--- config.mk ---
export PLATFORM = sky130hd
export DESIGN_NAME = mem_arbiter
export DESIGN_NICKNAME = d
export VERILOG_FILES = /design/src/rtl/mem_arbiter_pkg.sv /design/src/rtl/mem_arbiter.sv
export SDC_FILE = /design/constraint.sdc
export NUM_CORES = 1
export LEC_CHECK = 0
export ABC_AREA = 1
export CAP_MARGIN = 20
export CORE_AREA = 2 2 102 104
export DETAILED_ROUTE_END_ITERATION = 8
export DIE_AREA = 0 0 104 106
export HOLD_SLACK_MARGIN = 0.05
export PLACE_DENSITY = 0.72
export REMOVE_ABC_BUFFERS = 1
export SYNTH_ARGS = -nofsm -noshare
export SYNTH_HDL_FRONTEND = slang
export SYNTH_SLANG_ARGS = --single-unit
--- constraint.sdc ---
create_clock -name clk -period 3.8 [get_ports clk]
set_clock_uncertainty 0.2 [all_clocks]
set_input_delay 1.14 -clock clk [delete_from_list [all_inputs] [get_ports clk]]
set_output_delay 1.14 -clock clk [all_outputs]
set_load 0.05 [all_outputs]
--- src/rtl/mem_arbiter_pkg.sv ---
// Shared cache/memory request and response types, plus the arbiter state
// encoding used by mem_arbiter.
package cache_definition;

    localparam int ADDR_W    = 20;
    localparam int DATA_W    = 32;
    localparam int ARB_PORTS = 2;

    typedef struct packed {
        logic              valid;
        logic              rw;
        logic [ADDR_W-1:0] addr;
        logic [DATA_W-1:0] data;
    } cache_to_mem_type;

    typedef struct packed {
        logic              ready;
        logic [DATA_W-1:0] data;
    } mem_to_cache_type;

    typedef enum logic [1:0] {
        IDLE = 2'd0,
        OWN0 = 2'd1,
        OWN1 = 2'd2
    } arb_state_type;

    // Watchdog counter width: enough to hold TIMEOUT_CYCLES-1, never below 1 bit.
    function automatic int wd_cnt_width(input int timeout_cycles);
        int w;
        w = (timeout_cycles <= 0) ? 1 : $clog2(timeout_cycles + 1);
        return (w < 1) ? 1 : w;
    endfunction

endpackage

--- src/rtl/mem_arbiter.sv ---
// Round-robin arbiter sharing one SRAM controller port between two caches.
// The owner's request is passed straight through, the controller response is
// routed back to the owner only, and a watchdog releases a grant whose
// response never arrives.
module mem_arbiter
    import cache_definition::*;
#(
    parameter int TIMEOUT_CYCLES = 64
) (
    input  logic                 clk,
    input  logic                 rst,
    input  cache_to_mem_type     req0,
    output mem_to_cache_type     rsp0,
    input  cache_to_mem_type     req1,
    output mem_to_cache_type     rsp1,
    output cache_to_mem_type     mem_req,
    input  mem_to_cache_type     mem_rsp,
    output logic [ARB_PORTS-1:0] grant,
    output logic                 timeout_err
);

    localparam int             CNT_W    = wd_cnt_width(TIMEOUT_CYCLES);
    localparam bit             WD_EN    = (TIMEOUT_CYCLES > 0);
    localparam logic [CNT_W-1:0] CNT_LOAD =
        (TIMEOUT_CYCLES > 0) ? CNT_W'(TIMEOUT_CYCLES - 1) : '0;

    arb_state_type    state;
    arb_state_type    state_nxt;
    logic             prio;
    logic [CNT_W-1:0] wd_cnt;
    logic             wd_fire;
    logic             own_start;
    logic             own_end;

    // Grant is a direct decode of the owner state, so it drops the moment
    // reset forces the state back to IDLE.
    assign grant     = {state == OWN1, state == OWN0};
    assign own_start = (state == IDLE) && (state_nxt != IDLE);
    assign own_end   = (state != IDLE) && (state_nxt == IDLE);

    // Next-state selection plus request mux and response demux by owner.
    always_comb begin
        state_nxt = state;
        mem_req   = '0;
        rsp0      = '0;
        rsp1      = '0;
        wd_fire   = 1'b0;
        unique case (state)
            IDLE: begin
                if (req0.valid && req1.valid) begin
                    state_nxt = prio ? OWN1 : OWN0;
                end else if (req0.valid) begin
                    state_nxt = OWN0;
                end else if (req1.valid) begin
                    state_nxt = OWN1;
                end
            end
            OWN0: begin
                mem_req = req0;
                rsp0    = mem_rsp;
                if (mem_rsp.ready) begin
                    state_nxt = IDLE;
                end else if (WD_EN && (wd_cnt == '0)) begin
                    // Fake a completion with zero data so the cache unblocks.
                    wd_fire    = 1'b1;
                    rsp0.ready = 1'b1;
                    rsp0.data  = '0;
                    state_nxt  = IDLE;
                end
            end
            OWN1: begin
                mem_req = req1;
                rsp1    = mem_rsp;
                if (mem_rsp.ready) begin
                    state_nxt = IDLE;
                end else if (WD_EN && (wd_cnt == '0)) begin
                    wd_fire    = 1'b1;
                    rsp1.ready = 1'b1;
                    rsp1.data  = '0;
                    state_nxt  = IDLE;
                end
            end
            default: begin
                state_nxt = IDLE;
            end
        endcase
    end

    // Owner state, round-robin preference, watchdog countdown and sticky error.
    always_ff @(posedge clk or posedge rst) begin
        if (rst) begin
            state       <= IDLE;
            prio        <= 1'b0;
            wd_cnt      <= '0;
            timeout_err <= 1'b0;
        end else begin
            state <= state_nxt;

            if (own_start) begin
                wd_cnt <= CNT_LOAD;
            end else if (own_end) begin
                wd_cnt <= '0;
            end else if ((state != IDLE) && (wd_cnt != '0)) begin
                wd_cnt <= wd_cnt - CNT_W'(1);
            end

            // The port that just finished yields preference to the other one.
            if (own_end) begin
                prio <= (state == OWN0);
            end

            if (wd_fire) begin
                timeout_err <= 1'b1;
            end
        end
    end

endmodule

* Yosys cells after proc, flatten, opt, wreduce, memory -nomap -nowiden
Index checks and enable logic that the tools add are counted.
** Word-level totals
- Register bits after elaboration :: 11
- Bits in latches :: 0
- RAM bits :: 0
- ROM bits :: 0
- Input port bits :: 143
- Output and inout bits :: 123
- Word-level logic and storage cells :: 37
- Memories kept :: 0
** Operators by class
- $add $sub $neg :: 1
- Multiply operators :: 0
- Div/mod/pow operators :: 0
- Magnitude comparators :: 0
- Equality and inequality tests :: 2
- Shifts and indexed selects :: 0
- Muxes and demuxes :: 18
- Bitwise operators :: 0
- Reduce and logical (&&, ||, !) cells :: 12
** Operator list (count)
- 2-to-1 mux 33 bit :: 4
- one-hot mux 54 bit (2 select lines) :: 1
- 2-to-1 mux 7 bit :: 3
- 2-to-1 mux 2 bit :: 6
- zero test 7 bit :: 1
- nonzero test 7 bit :: 1
- subtractor 7 x 1 -> 7 bit (second input constant) :: 1
- logical AND 1 bit :: 4
- zero test 2 bit :: 2
- one-hot mux 2 bit (2 select lines) :: 1
- nonzero test 2 bit :: 2
- 2-to-1 mux 1 bit :: 3
- nonzero test 3 bit :: 1
- equality test 2 x 1 -> 1 bit (second input constant) :: 1
- equality test 2 bit (second input constant) :: 1
- OR reduction 2 bit :: 1

* Longest topological paths before layout
Gate-level depths: netlist (run 1).
- Depth after elaboration :: 8
- Mapped depth :: 14
- Mapped depth without buffers :: 14

* Least setup slack after synthesis (run 1)
Ideal clock, no wire load.
- Path kind :: register to output
- Start point :: register state[1]
- End point :: output rsp0[13] (netlist bit)
- Arrival time :: 2.594 ns
- Required time :: 2.460 ns
- Setup slack :: -0.134 ns
- Stages on the path, launching flop included :: 7
- Buffers on the path :: 2
- Cell sequence :: dfrtp_1 -> inv_1 -> ha_1 -> buf_2 -> inv_2 -> buf_2 -> nor3_1
** RTL lines
- start: declaration :: line mem_arbiter.sv:27 : arb_state_type state;
- start signal: assignment :: line mem_arbiter.sv:97 : state <= state_nxt;
- end: declaration :: line mem_arbiter.sv:13 : output mem_to_cache_type rsp0,

==> run summary, run 1 <==
The growth of design area from synthesis to finish is 148%, and the global placement routability congestion is 0.830. Across the run, the number of max-cap violations was 0. The signal arrival time at the worst endpoint is 2290 ps, and the number of sinks driven by the clock tree is 11. The run finished with clean final reports. The maximum VDD drop is 0.439 mV. Setup slack closes at 174 ps. Entering global routing, the biggest net connects 56 pins. The tools report the launching element type of the critical path as a flop.

The post-synthesis sequential area ratio is 11.5%. TritonCTS built the clock tree. For the pin with the worst max-slew slack, the measured transition is 746 ps. In this run the clock root is driven by a sky130_fd_sc_hd__clkbuf_8.

Counting the fill cells in the layout gives 872. The final critical-path share of the clock period is 95.4%, and the count of yosys warnings during synthesis is 0. By area the synthesized netlist is led by sky130_fd_sc_hd__nand2_1 (23%), sky130_fd_sc_hd__nor3_2 (21%), sky130_fd_sc_hd__a21oi_1 (11%), sky130_fd_sc_hd__dfrtp_1 (11%), sky130_fd_sc_hd__inv_1 (7.8%). The per-instance average area after synthesis works out to 5.93 µm². Once the floorplan was initialized, standard cells occupied 24.0% of the core. The ratio of cells with drive above 1 in the final layout is 30.3%, and the worst reg-to-reg path cell count is 13. Yosys mapped a number of flops with a built-in enable equal to 0.

The boundary pin count was 266. Along the worst path, the maximum fanout reaches 34. Counting flops and latches in the post-synthesis netlist gives 11. The fraction of post-synthesis cell area in the top cell type by area is 22.5%. In the synthesized netlist the async set-or-reset flop fraction comes to 100%. Detailed placement ended at an HPWL of 9.76 mm. Summing every instance area after synthesis gives 2400 µm². The initial antenna violation count is 0, and the number of design-rule violations left by the first detailed-router iteration is 164. The count of final setup violators is 0, and the final routed wire length divided by cell count is 15.1 µm.

The clock reaches the later pin of the worst-skew pair after 250 ps. Summing internal, switching and leakage power gives 0.00471 W. The number of placed instances with taps included was 783. The biggest area contributor in the post-synthesis netlist is sky130_fd_sc_hd__nand2_1. The final worst hold slack came out at 281 ps.

The prevailing post-synth register cell is sky130_fd_sc_hd__dfrtp_1. Counting instances in the post-synthesis netlist gives the leading cell types as sky130_fd_sc_hd__nand2_1 (144), sky130_fd_sc_hd__a21oi_1 (55), sky130_fd_sc_hd__inv_1 (50), sky130_fd_sc_hd__nor3_2 (50), sky130_fd_sc_hd__nor3_1 (14). Setup repair after global routing left no endpoint under its margin. The global routing usage on met1 was 21.9%; the non-filler instance count after layout was 787.

The number of buffers added to fix hold violations after cts is 0. Number of nets in the final layout: 803. The worst-case headroom to the max-slew limit was 50.2%. The run gives 26 as the number of distinct library cells after synthesis. First-pass GRT wire length: 18.7 mm. The total power per unit cell area came out at 791 nW/µm². The H-tree depth reported by CTS is 1, and the post-CTS clock slew at the launch and capture registers of the worst setup and hold paths is 50 ps.

The number of vias per cell after detailed routing is 4.65, and the worst setup slack after placement is 36.9 ps. Critical path capture point type: an output pin. The run gives 11.9 mm as the sum of routed wire length over all layers. The cell depth of the worst hold path came out at 1. The floorplan step defined a core boundary enclosing 10000 µm².

The die covers 11000 µm². Summing over every cut layer, the via total after detailed routing is 3656. The logs give 0 for the total count of max-transition violations in the final report and 37 for the total number of placement rows. For this run, design rule violations remaining after detail routing come to 0. Static timing analysis puts the maximum clock frequency at 276 MHz. In this run, CTS created clock tree buffers numbering 3. For this design the static power due to leakage is 2.48 nW. Maximum buffer depth of the clock tree: 2. The time the final worst path needs with I/O delays and setup was 3630 ps. STA puts the critical path data required time at 2460 ps.

Global routing used 20.4% of the available tracks across all layers. For this run, global-route usage on met2 was measured as 39.3%. The floorplan step set the die width to 104 µm.

The number of hold-slack violations in the final timing report is 0. The worst setup path is of the reg -> out kind. The total overflow left after global routing is 0.

The number of global-route vias before repair is 3781, and the floorplan die height is 106 µm. Synthesis handed over a netlist of 404 instances. The min-delay analysis places its worst path in the category reg -> reg. The detail route stage leaves a number of antenna-violating nets equal to 0. For this run, the detailed router's first-pass iteration total came to 4. Post-CTS setup-driven buffer insertion count: 0. 0 antenna diodes ended up in the layout.

For met3 alone, demand over resource in global routing was 5.27%. Count of input and output buffers: 265. The layer with the highest usage after global routing was met2. The most common cell in the synthesized netlist is sky130_fd_sc_hd__nand2_1.
-- layout make-up --
type | instances | area [µm²] | area share, %
sequential | 11 | 275 | 4.62
tap | 136 | 170 | 2.86
clock buffer | 4 | 45.0 | 0.756
multi-input combinational | 307 | 1690 | 28.4
timing repair buffer | 274 | 3570 | 59.9
inverter | 55 | 206 | 3.47
-- what timing repair did --
item,CTS,global route
setup endpoints to repair,0,6
resized for setup,0,1
endpoints found under the hold margin,0,0
-- critical path, cell delays in order, from the launching register on --
cell	delay, ps
sky130_fd_sc_hd__dfrtp_1	420
sky130_fd_sc_hd__inv_1	100
sky130_fd_sc_hd__ha_2	510
sky130_fd_sc_hd__inv_2	440
sky130_fd_sc_hd__nor3_1	320
sky130_fd_sc_hd__buf_4	240
-- final timing paths --
path                             start     endpoint  slack (ps)
min                        timeout_err  timeout_err         280
max in group asynchronous          rst     state[1]        2090
max                           state[1]      rsp0[6]         170
min in group asynchronous          rst    wd_cnt[4]         990
max reg2reg                  wd_cnt[0]    wd_cnt[4]        1100
min reg2reg                timeout_err  timeout_err         280
-- report_power, final --
part	internal, W	total [W]	switching [W]
clock network	0.0000739	0.000123	0.0000487
registers	0.000182	0.000237	0.0000549
logic	0.00169	0.00435	0.00267
total	0.00194	0.00471	0.00277
-- sequential cells by signal, indices dropped and copies added, names as in the netlist --
| name | flops |
|---|---|
| prio | 1 |
| timeout_err | 1 |
| wd_cnt | 7 |
| state | 2 |
-- stage by stage --
step / TNS, ps / utilization, % / cell area, µm²
floorplan: -95100 / - / 2170
global placement: 0 / 59.1 / 5910
detailed placement: 0 / 59.1 / 5910
CTS: 0 / 59.5 / 5950
global route: 0 / 59.6 / 5960
finish: 0 / 59.6 / 5960
-- logic make-up (layout without fill, tap and decap cells) --
kind of cell	Yosys count	in the layout	share of synthesized area [%]
and+or+nand+nor	230	230	51.6
buffers and inverters	86	333	18.2
AOI/OAI and AO/OA	69	69	14.6
DFF	11	11	11.5
adders and majority gates	8	8	4.18
-- layer usage --
layer / routed length (µm) / part of all wire [%]
met2: 6190 / 52
met3: 1050 / 8.8
met4: 276 / 2.3
met1: 4340 / 37
met5: 0 / 0
-- layout by cell type, fill, tap and decap left out --
cell and count:
sky130_fd_sc_hd__nand2_1 144, sky130_fd_sc_hd__clkdlybuf4s50_1 142, sky130_fd_sc_hd__buf_12 92, sky130_fd_sc_hd__a21oi_1 55, sky130_fd_sc_hd__nor3_2 50, sky130_fd_sc_hd__inv_1 49
sky130_fd_sc_hd__buf_4 39, sky130_fd_sc_hd__nor3_1 14, sky130_fd_sc_hd__dfrtp_1 11, sky130_fd_sc_hd__o21ai_0 9, sky130_fd_sc_hd__nor2_1 9, sky130_fd_sc_hd__ha_1 6
sky130_fd_sc_hd__inv_2 5, sky130_fd_sc_hd__nand3_1 5, sky130_fd_sc_hd__o21ai_1 3, sky130_fd_sc_hd__clkbuf_8 3, sky130_fd_sc_hd__nor2_4 2, sky130_fd_sc_hd__ha_2 2
sky130_fd_sc_hd__nor2_2 1, sky130_fd_sc_hd__nand2_2 1, sky130_fd_sc_hd__nand2_4 1, sky130_fd_sc_hd__a21boi_0 1, sky130_fd_sc_hd__or2_2 1, sky130_fd_sc_hd__nand3b_1 1
sky130_fd_sc_hd__clkinv_1 1, sky130_fd_sc_hd__a21o_1 1, sky130_fd_sc_hd__nand4_1 1, sky130_fd_sc_hd__clkbuf_1 1, sky130_fd_sc_hd__dlymetal6s2s_1 1
(Power assumes the default switching activity.)
==> run 2: changes to the inputs <==
--- a/config.mk
+++ b/config.mk
@@ -5,13 +5,12 @@
 export SDC_FILE = /design/constraint.sdc
 export NUM_CORES = 1
 export LEC_CHECK = 0
-export ABC_AREA = 1
 export CAP_MARGIN = 20
-export CORE_AREA = 2 2 102 104
+export CORE_AREA = 2 2 103 105
 export DETAILED_ROUTE_END_ITERATION = 8
-export DIE_AREA = 0 0 104 106
+export DIE_AREA = 0 0 105 107
 export HOLD_SLACK_MARGIN = 0.05
-export PLACE_DENSITY = 0.72
+export PLACE_DENSITY = 0.67
 export REMOVE_ABC_BUFFERS = 1
 export SYNTH_ARGS = -nofsm -noshare
 export SYNTH_HDL_FRONTEND = slang
==> run 2 against run 1 <==
Effect of this change: utilization up 0.36 points; setup slack got worse by 110 ps; total power grew 14%; design area rose by 1.5%; flip-flop and latch count stayed put; first-iteration DRC count up 12%; global-route usage down 1.9 points; worst hold slack got worse by 12 ps; area after synthesis down 14%; clock power is essentially flat; via count is 17% lower; synthesized cell count is 31% lower; highest routed layer unchanged.
==> run summary, run 2 <==
The run finished with clean final reports. The count of cells resized by post-cts repair was 0 (unchanged). The die width is 105 µm (+0.96%).

The path with the worst hold slack has its endpoint at timeout_err. The number of global-route vias before repair was 3191 (-16%); the post-synthesis sequential area ratio was 13.3% (+1.8 points). The run gives 0 (unchanged) as the final global-route overflow total.

Sorting the synthesized cells by area gives the leading types as sky130_fd_sc_hd__and2_1 (20%), sky130_fd_sc_hd__a22oi_1 (20%), sky130_fd_sc_hd__nor2b_1 (17%), sky130_fd_sc_hd__dfrtp_1 (13%), sky130_fd_sc_hd__ha_1 (4.8%). The worst hold path belongs to the class reg -> reg. The time the final worst path needs with I/O delays and setup works out to 3740 ps (+109 ps).

The first-pass GRT wire length is 16.7 mm (-11%). The number of vias after detailed routing was 3029 (-17%); the signal arrival time at the worst endpoint was 2400 ps (+110 ps). The tools report the total clock buffers created by CTS as 3 (unchanged).

For the floorplan die area, the log shows 11200 µm² (+1.9%). The diode insertion count for antenna repair is 0 (unchanged), and the maximum buffer depth of the clock tree is 2 (unchanged). Clock share of power: 2.3% (-0.3 points). TritonCTS built the clock tree. Maximum VDD drop: 0.457 mV (+4.2%). In this run the worst setup path begins at mem_rsp[32].

The static leakage was 2.34 nW (-5.7%); the area after detailed placement was 6000 µm² (+1.6%). The fraction of power spent switching nets is 52.8% (-6.0 points), and the number of design-rule violations left by the first detailed-router iteration is 183 (+12%). For this run, the leading register cell type out of synthesis is sky130_fd_sc_hd__dfrtp_1. The run gives 0 (unchanged) as the initial antenna violation count. The run gives 0 (unchanged) as the post-CTS setup-driven buffer insertion count. In this run the critical register-to-register path is launched from state[0]. By count the netlist is led by sky130_fd_sc_hd__and2_1 (65), sky130_fd_sc_hd__nor2b_1 (55), sky130_fd_sc_hd__a22oi_1 (54). The logs give 590 ps (-510 ps) for the slack of the worst reg-to-reg path and 9.32 mm (-4.5%) for the HPWL after detailed placement.

The tools report the final instance area as 6050 µm² (+1.5%). The logs give 0 (unchanged) for the total count of max-transition violations in the final report and 2460 ps (about the same) for the required arrival time at the worst endpoint. The number of sinks driven by the clock tree came out at 11 (unchanged). The tools report the final worst hold slack as 269 ps (-11.9 ps). The sequential power share is 4.3% (-0.7 points).

The top cell types in the final layout, fill and taps aside, are sky130_fd_sc_hd__clkdlybuf4s50_1 (144), sky130_fd_sc_hd__buf_12 (122), sky130_fd_sc_hd__and2_1 (65), sky130_fd_sc_hd__nor2b_1 (55), sky130_fd_sc_hd__a22oi_1 (54). The post-CTS clock slew at the launch and capture registers of the worst setup and hold paths was 50 ps (about the same). The most frequent cell after synthesis is sky130_fd_sc_hd__and2_1. The final critical-path share of the clock period came out at 98.3% (+2.9 points). Setup repair after global routing could not meet its margin everywhere. The total power per unit cell area came out at 889 nW/µm² (+12%). In this run the clock root is driven by a sky130_fd_sc_hd__clkbuf_8. The slew of the pin with the lowest slew margin came out at 521 ps (-225 ps). Leading cell type in the layout, fill and taps excluded: sky130_fd_sc_hd__clkdlybuf4s50_1. The worst reg-to-reg path cell count was 11 (-2). For the number of buffers added to fix hold violations after cts, the log shows 0 (unchanged). The register with the most flip-flops in the final layout is wd_cnt. For the number of distinct library cells after synthesis, the log shows 36 (+38%). The total area of sequential cells was 275 µm² (unchanged). The final routed wire length divided by cell count works out to 16.6 µm (+10%). The destination of the worst register-to-register timing path is wd_cnt[2]. The floorplan die height was 107 µm (+0.94%); the H-tree depth reported by CTS was 1 (unchanged). The largest fanout on the critical path was 32 (-5.9%). The cell depth of the worst hold path was 1 (unchanged); the highest clock rate was 268 MHz (-2.9%). The power after layout came out at 0.00538 W (+14%).

The number of instances in the synthesized netlist was 279 (-31%). The share of flip-flops with an asynchronous set or reset is 100% (unchanged), and the fraction of post-synthesis cell area in the top cell type by area is 19.7% (-2.9 points). The run gives 0 (unchanged) as the number of hold-slack violations in the final timing report. The total net switching power is 0.00284 W (+2.5%), and the flop and latch count out of synthesis is 11 (unchanged).

For the area of the core region, the log shows 10100 µm² (+0.93%). The pin count of the biggest net entering global routing was 46 (-18%); the initial standard-cell utilization of the core was 20.5% (-3.5 points). The number of flip-flops under the largest register name is 7 (unchanged), and the count of yosys warnings during synthesis is 0 (unchanged). The tools report the number of search-and-repair iterations in the first detailed-routing pass as 4 (unchanged). The post-synthesis instance area was 2070 µm² (-14%). The run gives 250 ps (about the same) as the worst-skew pair later-pin latency. The ratio of cells with drive above 1 in the final layout was 26.5% (-3.7 points).

The worst setup path is of the in -> out kind. The logs give 93.4% (+1.0 points) for the part of the power in combinational logic and 0 (unchanged) for the remaining design rule violation count. The area of the multi-input gates came out at 1600 µm² (-5.3%).

The number of nets in the final layout is 680 (-15%), and the internal portion of total power is 0.00254 W (+31%). The largest registers in the layout are wd_cnt x7, state x2. The growth of design area from synthesis to finish was 193%. The sum of routed wire length over all layers is 11.0 mm (-7.1%). The worst setup path is launched from an input pin.

The tools report the worst-case headroom to the max-slew limit as 65.2% (+15 points). The number of vias per cell after detailed routing is 4.56 (-1.8%), and the number of enable-type register cells in the synthesized netlist is 0 (unchanged). For the remaining number of nets flagged by the antenna check after routing, the log shows 0 (unchanged). The startpoint identified for the worst hold timing path is timeout_err.

The final total negative setup slack was 0 ps (unchanged). STA classifies the critical path endpoint as an output pin. The global placement routability congestion is 0.799 (-3.8%), and the final core utilization is 59.9% (+0.36 points). The count of final setup violators is 0 (unchanged), and the total number of placement rows is 37 (unchanged). The number of max-capacitance violations reported came out at 0 (unchanged). The per-instance average area after synthesis was 7.41 µm² (+25%). The total global-route track usage is 18.5% (-1.9 points).

The run gives 842 (-3.4%) as the filler cell count. The count of input and output buffers works out to 265 (unchanged). The boundary pin count was 266 (unchanged). Top cell type by total area after synthesis: sky130_fd_sc_hd__and2_1.
run 2: changes by cell type after synthesis, sizes merged, moves of 5 or more:
| cell | delta |
|---|---|
| and2 | +65 |
| o21ai | -5 |
| nor2b | +55 |
| a22oi | +54 |
| o21a | +5 |
| inv | -46 |
| nor3 | -60 |
| buf | -6 |
| nand2 | -145 |
| nor2 | -5 |
| a21oi | -50 |
run 2: power groups by stage:
| stage | Sequential [W] | Combinational [W] | Clock, W |
|---|---|---|---|
| 4_1_cts | 0.000232 | 0.00507 | 0.000127 |
| 3_5_place_dp | 0.000234 | 0.00506 | 0 |
| 5_1_grt | 0.000239 | 0.00527 | 0.000130 |
| 2_1_floorplan | 0.000234 | 0.00263 | 0 |
| 6_report | 0.000232 | 0.00502 | 0.000124 |
| 3_3_place_gp | 0.000228 | 0.00499 | 0 |
run 2: how the worst max path moves through the flow:
stage | endpoint | depth (start not counted)
floorplan | mem_req[0] | 4
global placement | rsp1[29] | 4
detailed placement | wd_cnt[1] | 11
CTS | rsp1[29] | 4
global route | rsp1[19] | 4
finish | rsp1[19] | 4
run 2: logic make-up (layout without fill, tap and decap cells):
logic type	Yosys count	in the layout	share of synthesized area, %
simple gates	143	143	43.2
compound gates	81	81	28.8
buf+inv	35	284	9.38
flops	11	11	13.3
fa+ha+maj	8	8	4.84
mux	1	1	0.545
run 2: layer usage:
layer	up-vias	track usage, %	routed length, µm
li1	1466	-	-
met1	1364	19.6	3860
met2	184	34.3	5750
met3	15	6.75	1160
met4	0	5.52	238
met5	-	0	0
run 2: stage by stage:
step	std cells	worst slack (ps)
2_1_floorplan	253	-412
3_3_place_gp	660	26.8
3_5_place_dp	660	-32.1
4_1_cts	664	15.6
5_1_grt	664	-12.3
6_report	664	64.7
run 2: worst max-delay path, cell delays in order:
cell and delay (ps):
sky130_fd_sc_hd__clkdlybuf4s50_1 540, sky130_fd_sc_hd__o21a_4 310, sky130_fd_sc_hd__and2_1 240, sky130_fd_sc_hd__buf_12 150
run 2: layout make-up:
cell class,instances,area share (%)
multi-input combinational,233,26.5
inverter,9,0.559
clock buffer,4,0.745
timing repair buffer,271,64.8
tap,136,2.81
sequential,11,4.55
